File: config.mk
export PLATFORM = sky130hd
export DESIGN_NAME = addr_region_check_flat
export DESIGN_NICKNAME = d
export VERILOG_FILES = /design/src/rtl/addr_region_check_if.sv /design/src/rtl/addr_region_check.sv /design/src/flat_wrapper.sv
export SDC_FILE = /design/constraint.sdc
export NUM_CORES = 1
export LEC_CHECK = 0
export BUFFER_PORTS_ARGS = -buffer_cell sky130_fd_sc_hd__buf_4
export CAP_MARGIN = 10
export CORE_ASPECT_RATIO = 0.7
export CORE_UTILIZATION = 50
export CTS_CLUSTER_SIZE = 25
export DETAILED_ROUTE_END_ITERATION = 7
export HOLD_SLACK_MARGIN = 0.02
export MAX_ROUTING_LAYER = met4
export PLACE_DENSITY = 0.78
export SYNTH_ARGS = -nofsm -noshare
export SYNTH_HDL_FRONTEND = slang
export SYNTH_SLANG_ARGS = --single-unit
File: constraint.sdc
create_clock -name clk -period 2 [get_ports clk]
set_input_delay 0.4 -clock clk [delete_from_list [all_inputs] [get_ports clk]]
set_output_delay 0.4 -clock clk [all_outputs]
set_load 0.005 [all_outputs]
File: src/rtl/addr_region_check_if.sv
// Bus bundle for addr_region_check: region-table writes, address queries and results.
// All handshakes transfer on a rising clk edge where valid && ready; valid must hold with stable payload until then.
interface addr_region_check_if #(
  parameter int XLEN = 32
);
  logic            cfg_we;
  logic [3:0]      cfg_idx;
  logic [XLEN-1:0] cfg_left;
  logic [XLEN-1:0] cfg_right;
  logic            cfg_enable;

  logic            req_valid;
  logic            req_ready;
  logic [XLEN-1:0] req_addr;
  logic            req_ifetch;

  logic            resp_valid;
  logic            resp_ready;
  logic            resp_hit;
  logic [3:0]      resp_region;
  logic            resp_misaligned;

  logic [15:0]     fault_count;

  modport master (
    output cfg_we, cfg_idx, cfg_left, cfg_right, cfg_enable,
    output req_valid, req_addr, req_ifetch, resp_ready,
    input  req_ready, resp_valid, resp_hit, resp_region, resp_misaligned, fault_count
  );

  modport slave (
    input  cfg_we, cfg_idx, cfg_left, cfg_right, cfg_enable,
    input  req_valid, req_addr, req_ifetch, resp_ready,
    output req_ready, resp_valid, resp_hit, resp_region, resp_misaligned, fault_count
  );
endinterface

File: src/rtl/addr_region_check.sv
// Programmable address-region checker: two-stage pipeline reporting region hit,
// lowest matching region index and instruction-fetch misalignment, with a saturating fault counter.
module addr_region_check #(
  parameter int XLEN    = 32,
  parameter int NREGION = 4,
  parameter int IALIGN  = 32
) (
  input  logic clk,
  input  logic reset_n,
  addr_region_check_if.slave bus
);

  logic [XLEN-1:0]    left_q  [NREGION];
  logic [XLEN-1:0]    right_q [NREGION];
  logic [NREGION-1:0] enable_q;

  logic               s1_valid;
  logic [1:0]         s1_addr_lo;
  logic               s1_ifetch;
  logic [NREGION-1:0] s1_match;

  logic [NREGION-1:0] match_vec;
  logic               s2_adv;
  logic               s1_adv;
  logic               accept;
  logic               enc_hit;
  logic [3:0]         enc_region;
  logic               enc_mis;
  logic [15:0]        fault_q;

  // S2 can take new data when empty or draining this cycle; req_ready never looks at req_valid.
  assign s2_adv          = !bus.resp_valid || bus.resp_ready;
  assign s1_adv          = s1_valid && s2_adv;
  assign bus.req_ready   = !s1_valid || s2_adv;
  assign accept          = bus.req_valid && bus.req_ready;
  assign bus.fault_count = fault_q;

  always_ff @(posedge clk or negedge reset_n) begin
    if (!reset_n) begin
      for (int i = 0; i < NREGION; i++) begin
        left_q[i]  <= '0;
        right_q[i] <= '0;
      end
      enable_q <= '0;
    end else if (bus.cfg_we) begin
      // Indices at or above NREGION match no entry and are dropped.
      for (int i = 0; i < NREGION; i++) begin
        if (bus.cfg_idx == 4'(i)) begin
          left_q[i]   <= bus.cfg_left;
          right_q[i]  <= bus.cfg_right;
          enable_q[i] <= bus.cfg_enable;
        end
      end
    end
  end

  // Matching uses the table as it stands before any write landing on this same edge.
  always_comb begin
    match_vec = '0;
    for (int i = 0; i < NREGION; i++) begin
      match_vec[i] = enable_q[i] && (left_q[i] <= bus.req_addr) && (bus.req_addr <= right_q[i]);
    end
  end

  always_comb begin
    enc_hit    = |s1_match;
    enc_region = '0;
    enc_mis    = 1'b0;
    for (int i = NREGION - 1; i >= 0; i--) begin
      if (s1_match[i]) enc_region = 4'(i);
    end
    if (s1_ifetch) begin
      if (IALIGN == 16) enc_mis = s1_addr_lo[0];
      else              enc_mis = |s1_addr_lo;
    end
  end

  always_ff @(posedge clk or negedge reset_n) begin
    if (!reset_n) begin
      s1_valid   <= 1'b0;
      s1_addr_lo <= '0;
      s1_ifetch  <= 1'b0;
      s1_match   <= '0;
    end else if (accept) begin
      s1_valid   <= 1'b1;
      s1_addr_lo <= bus.req_addr[1:0];
      s1_ifetch  <= bus.req_ifetch;
      s1_match   <= match_vec;
    end else if (s1_adv) begin
      s1_valid <= 1'b0;
    end
  end

  always_ff @(posedge clk or negedge reset_n) begin
    if (!reset_n) begin
      bus.resp_valid      <= 1'b0;
      bus.resp_hit        <= 1'b0;
      bus.resp_region     <= '0;
      bus.resp_misaligned <= 1'b0;
    end else if (s1_adv) begin
      bus.resp_valid      <= 1'b1;
      bus.resp_hit        <= enc_hit;
      bus.resp_region     <= enc_region;
      bus.resp_misaligned <= enc_mis;
    end else if (bus.resp_ready) begin
      bus.resp_valid <= 1'b0;
    end
  end

  always_ff @(posedge clk or negedge reset_n) begin
    if (!reset_n) begin
      fault_q <= '0;
    end else if (bus.resp_valid && bus.resp_ready &&
                 (!bus.resp_hit || bus.resp_misaligned) && (fault_q != 16'hFFFF)) begin
      fault_q <= fault_q + 16'd1;
    end
  end

endmodule

File: src/flat_wrapper.sv
// flat-port wrapper written by rule: the top's interface ports become plain ports
module addr_region_check_flat 
#(
  parameter int XLEN    = 32,
  parameter int NREGION = 4,
  parameter int IALIGN  = 32
)
  (clk, reset_n, bus_cfg_we, bus_cfg_idx, bus_cfg_left, bus_cfg_right, bus_cfg_enable, bus_req_valid, bus_req_addr, bus_req_ifetch, bus_resp_ready, bus_req_ready, bus_resp_valid, bus_resp_hit, bus_resp_region, bus_resp_misaligned, bus_fault_count);
  addr_region_check_if #(.XLEN(XLEN)) bus_i ();
  input  logic clk;
  input  logic reset_n;
  input wire logic [$bits(bus_i.cfg_we)-1:0] bus_cfg_we;
  input wire logic [$bits(bus_i.cfg_idx)-1:0] bus_cfg_idx;
  input wire logic [$bits(bus_i.cfg_left)-1:0] bus_cfg_left;
  input wire logic [$bits(bus_i.cfg_right)-1:0] bus_cfg_right;
  input wire logic [$bits(bus_i.cfg_enable)-1:0] bus_cfg_enable;
  input wire logic [$bits(bus_i.req_valid)-1:0] bus_req_valid;
  input wire logic [$bits(bus_i.req_addr)-1:0] bus_req_addr;
  input wire logic [$bits(bus_i.req_ifetch)-1:0] bus_req_ifetch;
  input wire logic [$bits(bus_i.resp_ready)-1:0] bus_resp_ready;
  output wire logic [$bits(bus_i.req_ready)-1:0] bus_req_ready;
  output wire logic [$bits(bus_i.resp_valid)-1:0] bus_resp_valid;
  output wire logic [$bits(bus_i.resp_hit)-1:0] bus_resp_hit;
  output wire logic [$bits(bus_i.resp_region)-1:0] bus_resp_region;
  output wire logic [$bits(bus_i.resp_misaligned)-1:0] bus_resp_misaligned;
  output wire logic [$bits(bus_i.fault_count)-1:0] bus_fault_count;
  assign bus_i.cfg_we = bus_cfg_we;
  assign bus_i.cfg_idx = bus_cfg_idx;
  assign bus_i.cfg_left = bus_cfg_left;
  assign bus_i.cfg_right = bus_cfg_right;
  assign bus_i.cfg_enable = bus_cfg_enable;
  assign bus_i.req_valid = bus_req_valid;
  assign bus_i.req_addr = bus_req_addr;
  assign bus_i.req_ifetch = bus_req_ifetch;
  assign bus_i.resp_ready = bus_resp_ready;
  assign bus_req_ready = bus_i.req_ready;
  assign bus_resp_valid = bus_i.resp_valid;
  assign bus_resp_hit = bus_i.resp_hit;
  assign bus_resp_region = bus_i.resp_region;
  assign bus_resp_misaligned = bus_i.resp_misaligned;
  assign bus_fault_count = bus_i.fault_count;
  addr_region_check #(.XLEN(XLEN), .NREGION(NREGION), .IALIGN(IALIGN)) u_core (.clk(clk), .reset_n(reset_n), .bus(bus_i));
endmodule
==> results of run 1 <==
-- what timing repair did --
action	4_1_cts	5_1_grt
hold buffers	1	0
endpoints found under the setup margin	4	4
setup buffers	10	2
pin swaps	47	15
resized for setup	57	20
hold endpoints to repair	40	0
-- registers in the layout (all words and copies together) (netlist names) --
signal	cells
u_core.left_q	128
u_core.bus.resp_valid	1
u_core.bus.resp_hit	1
u_core.enable_q	4
u_core.bus.fault_count	16
u_core.s1_match	4
u_core.bus.resp_region	2
u_core.s1_valid	1
u_core.s1_ifetch	1
u_core.s1_addr_lo	2
u_core.right_q	128
u_core.bus.resp_misaligned	1
-- logic make-up (layout without fill, tap and decap cells) --
kind of cell               Yosys count  count (layout)
and+or+nand+nor                    309             309
DFF                                289             289
AOI/OAI and AO/OA                  287             287
adders and majority gates          257             257
buffers and inverters              208             519
muxes                              198             198
xor gates and xnor gates            14              14
other                                1               4
-- cells in the final DEF, fill, tap and decap left out, types with 10 or more instances in the layout --
cell type    n
nor2b_1     13
o21ai_0     26
xnor2_1     10
buf_12      12
dfrtp_1    289
ha_1       239
ha_4        18
a21oi_1    100
nand2_1    128
a21o_1      26
buf_4      282
mux2_1     182
clkbuf_16   31
nand4_1     50
nor2_1      24
nand3_1     26
mux2_2      16
o21ai_1     71
inv_1      160
inv_2       10
-- per-stage QoR --
stage / cell area (µm²) / instances / util, %
6_report: 21200 / 2304 / 64.6
5_1_grt: 21200 / 2304 / 64.6
4_1_cts: 21000 / 2300 / 64.0
3_5_place_dp: 19600 / 2240 / 59.7
3_3_place_gp: 19600 / 2240 / 59.7
2_1_floorplan: 16900 / 1564 / -
-- worst max-delay path, stage by stage (launching register included) --
cell     delay (ns)
dfrtp_1        0.33
inv_1          0.06
ha_1           0.34
nand4_4        0.12
nor4_4         0.30
nand4_1        0.17
or3b_1         0.39
a22oi_2        0.16
a32o_2         0.19
-- area by class of cell --
type,instances,area [µm²]
timing repair buffer,296,2380
antenna,2,5.00
clock buffer,40,890
fill,2492,11600
sequential,289,7230
tap,427,534
multi-input combinational,1067,9360
inverter,171,642
clock inverter,12,143
-- report_power, final --
group | total, W | switching (W) | internal [W]
sequential | 0.00807 | 0.000869 | 0.00720
combinational | 0.00613 | 0.00312 | 0.00300
clock | 0.00592 | 0.00244 | 0.00348
-- per-layer routing --
metal	global-route usage [%]	vias to the layer above
met5	-	-
met4	6.65	0
met3	4.14	76
met2	42.9	412
met1	40.3	6561
li1	-	6167
-- worst max path at each step --
stage | startpoint | endpoint | slack [ns] | cells after the start
2_1_floorplan | bus_req_addr[13] | u_core.s1_match[2] | 0.004 | 7
5_1_grt | u_core.right_q[46] | u_core.s1_match[2] | -0.23 | 8
6_report | u_core.right_q[46] | u_core.s1_match[2] | -0.11 | 8
3_3_place_gp | bus_req_addr[19] | u_core.s1_match[2] | -0.50 | 11
3_5_place_dp | bus_req_addr[9] | u_core.s1_match[1] | -0.56 | 9
4_1_cts | u_core.right_q[7] | u_core.s1_match[3] | -0.11 | 7
==> flow_summary.ini, run 1 <==
[detailed_routing]
vias = 13200
dr_wl_met2_mm = 20.5
viasPerCell = 5.74
wl_met3_mm = 3.01
met1Wirelength_mm = 22.2
top_layer_used = met4
ant_nets = 0
first_iter_violations = 969
wl_per_cell_um = 20.3
drt-total-wl_mm = 46.8
drc = 0
drt-pass1-iter-count = 5

[sta]
relSlewSlack_pct = 66.6
fin_ws_ns = -0.112
maxSlewViolCount = 0
tightestPinTransition_ns = 0.500
fin_hold_ws_ns = 0.0638
setup_tns_ns = -0.373
fmax_ghz = 0.473
clock_skew_ns = 0.0124
min_period_ns = 2.11
finalHoldViolations = 0
rsz0062_at_grt = true
setup_viol = 4
fin_crit_sh_pct = 106

[setup_path]
end_kind = flip-flop
r2r_setup_slack_ns = -0.11
worstPathArrival_ns = 2.62
critPathKind = flip-flop to flip-flop
worst-path-max-fanout = 3
reg2regPathDepth = 8
r2r_start = u_core.right_q[46]
r2r_end = u_core.s1_match[2]
worstPathRequired_ns = 2.51
cp-start-kind = flip-flop

[die]
die_area_mm2 = 0.0346
io_pins = 131
rows = 55
fp.dieW_um = 222
core_mm2 = 0.0328
die_y_um = 156
start_util_pct = 51.6

[layout]
drive_gt1_share_pct = 23.7
nNetsFinal = 2219
syn2layout_area_growth_pct = 25.2

[logic_synthesis]
synth_compound_area_share_pct = 10.0
synth.ff_latch_count = 289
synth-simple-area-share_pct = 9.42
synth_cell_type_count = 73
yosys.area.top_type_share_pct = 42.7
synth_edf_count = 0
ys.flop_type = dfrtp_1
synth_area_mm2 = 0.0169
synth_top_family_by_area = adder cells
synthXorXnorAreaFrac_pct = 0.725
syn_area_per_cell_um2 = 10.8
yosys.area_share.adder_pct = 19.0
synth-warning-count = 0
yosys-top-cells-area = dfrtp_1 43%, ha_1 19%, mux2_1 12%, inv_1 3.8%, a21oi_1 3.1%
synthMuxAreaShare_pct = 13.2
synth.most_common_cell = dfrtp_1
postSynthCellCount = 1563
yosys.area.top_type = dfrtp_1
ys_seq_area_share_pct = 42.7
synth_common_cells = 289 x dfrtp_1, 257 x ha_1, 182 x mux2_1
synthArstFlopShare_pct = 100

[pwr]
p_total_w = 0.0201
power.leakage_nw = 10.4
ir_drop_uv = 675
power_density_mw_per_mm2 = 950

[global_routing]
grt_pass1_wl_mm = 74.7
grt_max_degree = 66
antenna_found_initial = 2
grt.total_usage_pct = 28.4
grt_pass1_vias = 13800
grt-ovfl-total = 0

[place]
hpwl_mm = 35.5
place_congestion = 0.930
place_ws_ns = -0.555
io_buffers = 128

[flow_run]
cap_violations = 0

[status]
violations = setup timing
run_status = finished with violations

[worst_hold_path]
hp-start = bus_cfg_right[8]
worstHoldEndpoint = u_core.right_q[104]
worstHoldPathCells = 3
hold_class = primary input to flip-flop

[clocking]
cts_buffers = 30
cts.root.buffer_cell = clkbuf_16
clk_path_buf_depth = 3
cts_tree = done
htreeDepth = 1
insertion_delay_ns = 0.57
cts.sinks = 289
clk_pin_slew_ns = 0.07
Note: power is estimated with default switching activity, not from simulation.
==> inputs of run 2 (changes only) <==
BUFFER_PORTS_ARGS = unset   (was -buffer_cell sky130_fd_sc_hd__buf_4)
DONT_BUFFER_PORTS = 1   (was unset)
PLACE_DENSITY = 0.75   (was 0.78)
==> run 2 against run 1 <==
Net effect: the flow finishes with violations (hold timing, setup timing); total power grew 1.0%; combinational power shrank 6.2%; clock skew is essentially flat; flip-flop and latch count is the same; critical path depth shrank 1; via count shrank 1.7%; global-route usage is essentially flat; sequential share of layout area grew 0.72 points; worst setup slack lost 0.13 ns; first-iteration DRC count grew 7.8%; critical path type unchanged; largest cell class unchanged; highest routed layer unchanged.
==> flow_summary.ini, run 2 (synthesis results as in run 1) <==
[detailed_routing]
ant_nets = 0
met1Wirelength_mm = 22.2
drt-pass1-iter-count = 5
wl_per_cell_um = 21.5
drc = 0
dr_wl_met2_mm = 20.1
viasPerCell = 5.87
first_iter_violations = 1045
vias = 13000
top_layer_used = met4
wl_met3_mm = 4.05
drt-total-wl_mm = 47.5

[die]
core_mm2 = 0.0328
rows = 55
die_y_um = 156
start_util_pct = 51.6
io_pins = 131
die_area_mm2 = 0.0346
fp.dieW_um = 222

[setup_path]
worstPathRequired_ns = 2.47
end_kind = flip-flop
critical_path.cell_chain = inv_1 -> ha_1 -> nand4_1 -> or4_4 -> nor3b_4 -> o2bb2ai_2 -> o41ai_2
critPathKind = flip-flop to flip-flop
cp-start-kind = flip-flop
cpLargestDelayFamily = simple AND/OR/NAND/NOR gates
worst-path-max-fanout = 3
worstPathArrival_ns = 2.72
cp_slowest_cell = or4_4
crit_buf_inv = 1
slowest_delay_ns = 0.62

[sta]
clock_skew_ns = 0.0125
tightestPinTransition_ns = 1.09
min_period_ns = 2.25
fin_ws_ns = -0.245
setup_viol = 4
setup_tns_ns = -0.564
fmax_ghz = 0.445
rsz0062_at_grt = true
finalHoldViolations = 289
fin_hold_ws_ns = -0.480
relSlewSlack_pct = 27.3
fin_crit_sh_pct = 112
maxSlewViolCount = 0

[layout]
nFillCells = 2474
syn2layout_area_growth_pct = 22.6
final_common_cell = dfrtp_1
utilization_pct = 63.2
nNetsFinal = 2117
mostFrequentLayoutCells = 289 x dfrtp_1, 228 x ha_1, 182 x mux2_1
drive_gt1_share_pct = 16.2
finalNonFillerCells = 2215

[place]
hpwl_mm = 34.6
place_inst = 2071
io_buffers = 0
place_congestion = 0.922

[global_routing]
grt_pass1_wl_mm = 74.2
grt_pass1_vias = 13200
grt.total_usage_pct = 28.4
grt_max_degree = 290
antenna_found_initial = 12
grt-ovfl-total = 0

[pwr]
power_density_mw_per_mm2 = 980
ir_drop_uv = 616
power.leakage_nw = 9.88

[clocking]
insertion_delay_ns = 0.58
clk_pin_slew_ns = 0.06
clk_path_buf_depth = 3
cts.sinks = 289
postCtsHoldBufs = 68
cts_tree = done
cts.root.buffer_cell = clkbuf_16
cts_buffers = 30
htreeDepth = 1

[status]
violations = hold timing, setup timing
run_status = finished with violations

[flow_run]
cap_violations = 0

[worst_hold_path]
hold_class = primary input to async pin
## run 2: through the flow
step | power, W | cell area (µm²) | setup WS, ns
detailed placement | 0.0132 | 18300 | -0.417
global route | 0.0214 | 20800 | -0.303
CTS | 0.0201 | 20500 | -0.203
global placement | 0.0128 | 18300 | -0.386
finish | 0.0203 | 20800 | -0.245
floorplan | 0.0113 | 16900 | 0.00388
## run 2: power by group
group | internal [W] | switching (W) | leakage [nW]
clock network | 0.00390 | 0.00253 | 0.550
registers | 0.00720 | 0.000947 | 3.54
logic | 0.00285 | 0.00291 | 5.78
total | 0.0139 | 0.00638 | 9.88
## run 2: routing by layer
metal | vias to the layer above | track usage, %
met5 | - | -
met4 | 0 | 7.51
met3 | 88 | 6.84
met2 | 475 | 41.2
met1 | 6423 | 39.8
li1 | 6006 | -
## run 2: layout make-up
class	instances	area [µm²]	area share (%)
inverters	171	642	3.09
diodes	11	27.5	0.133
clock buffers	40	890	4.29
multi-input cells	1067	9460	45.6
flip-flops and latches	289	7230	34.9
repair buffers	194	1710	8.26
clock inverters	16	251	1.21
well taps	427	534	2.57
## run 2: path summary, 6_finish.rpt
| check | from | endpoint | slack [ns] | cells past startpoint |
|---|---|---|---|---|
| max in group asynchronous | reset_n | u_core.right_q[73] | 1.59 | 0 |
| hold / removal | reset_n | u_core.bus.fault_count[12] | -0.48 | 0 |
| setup / recovery | u_core.right_q[12] | u_core.s1_match[3] | -0.25 | 7 |
| setup reg to reg | u_core.right_q[12] | u_core.s1_match[3] | -0.25 | 7 |
| min in group clk | bus_cfg_idx[1] | u_core.right_q[5] | 0.08 | 2 |
| hold reg to reg | u_core.right_q[87] | u_core.right_q[87] | 0.49 | 1 |
## run 2: timing repair
action,4_1_cts,5_1_grt
pin swaps,29,19
buffers inserted,8,3
gates resized for setup,41,36
endpoints found under the hold margin,554,289
endpoints found under the setup margin,4,4
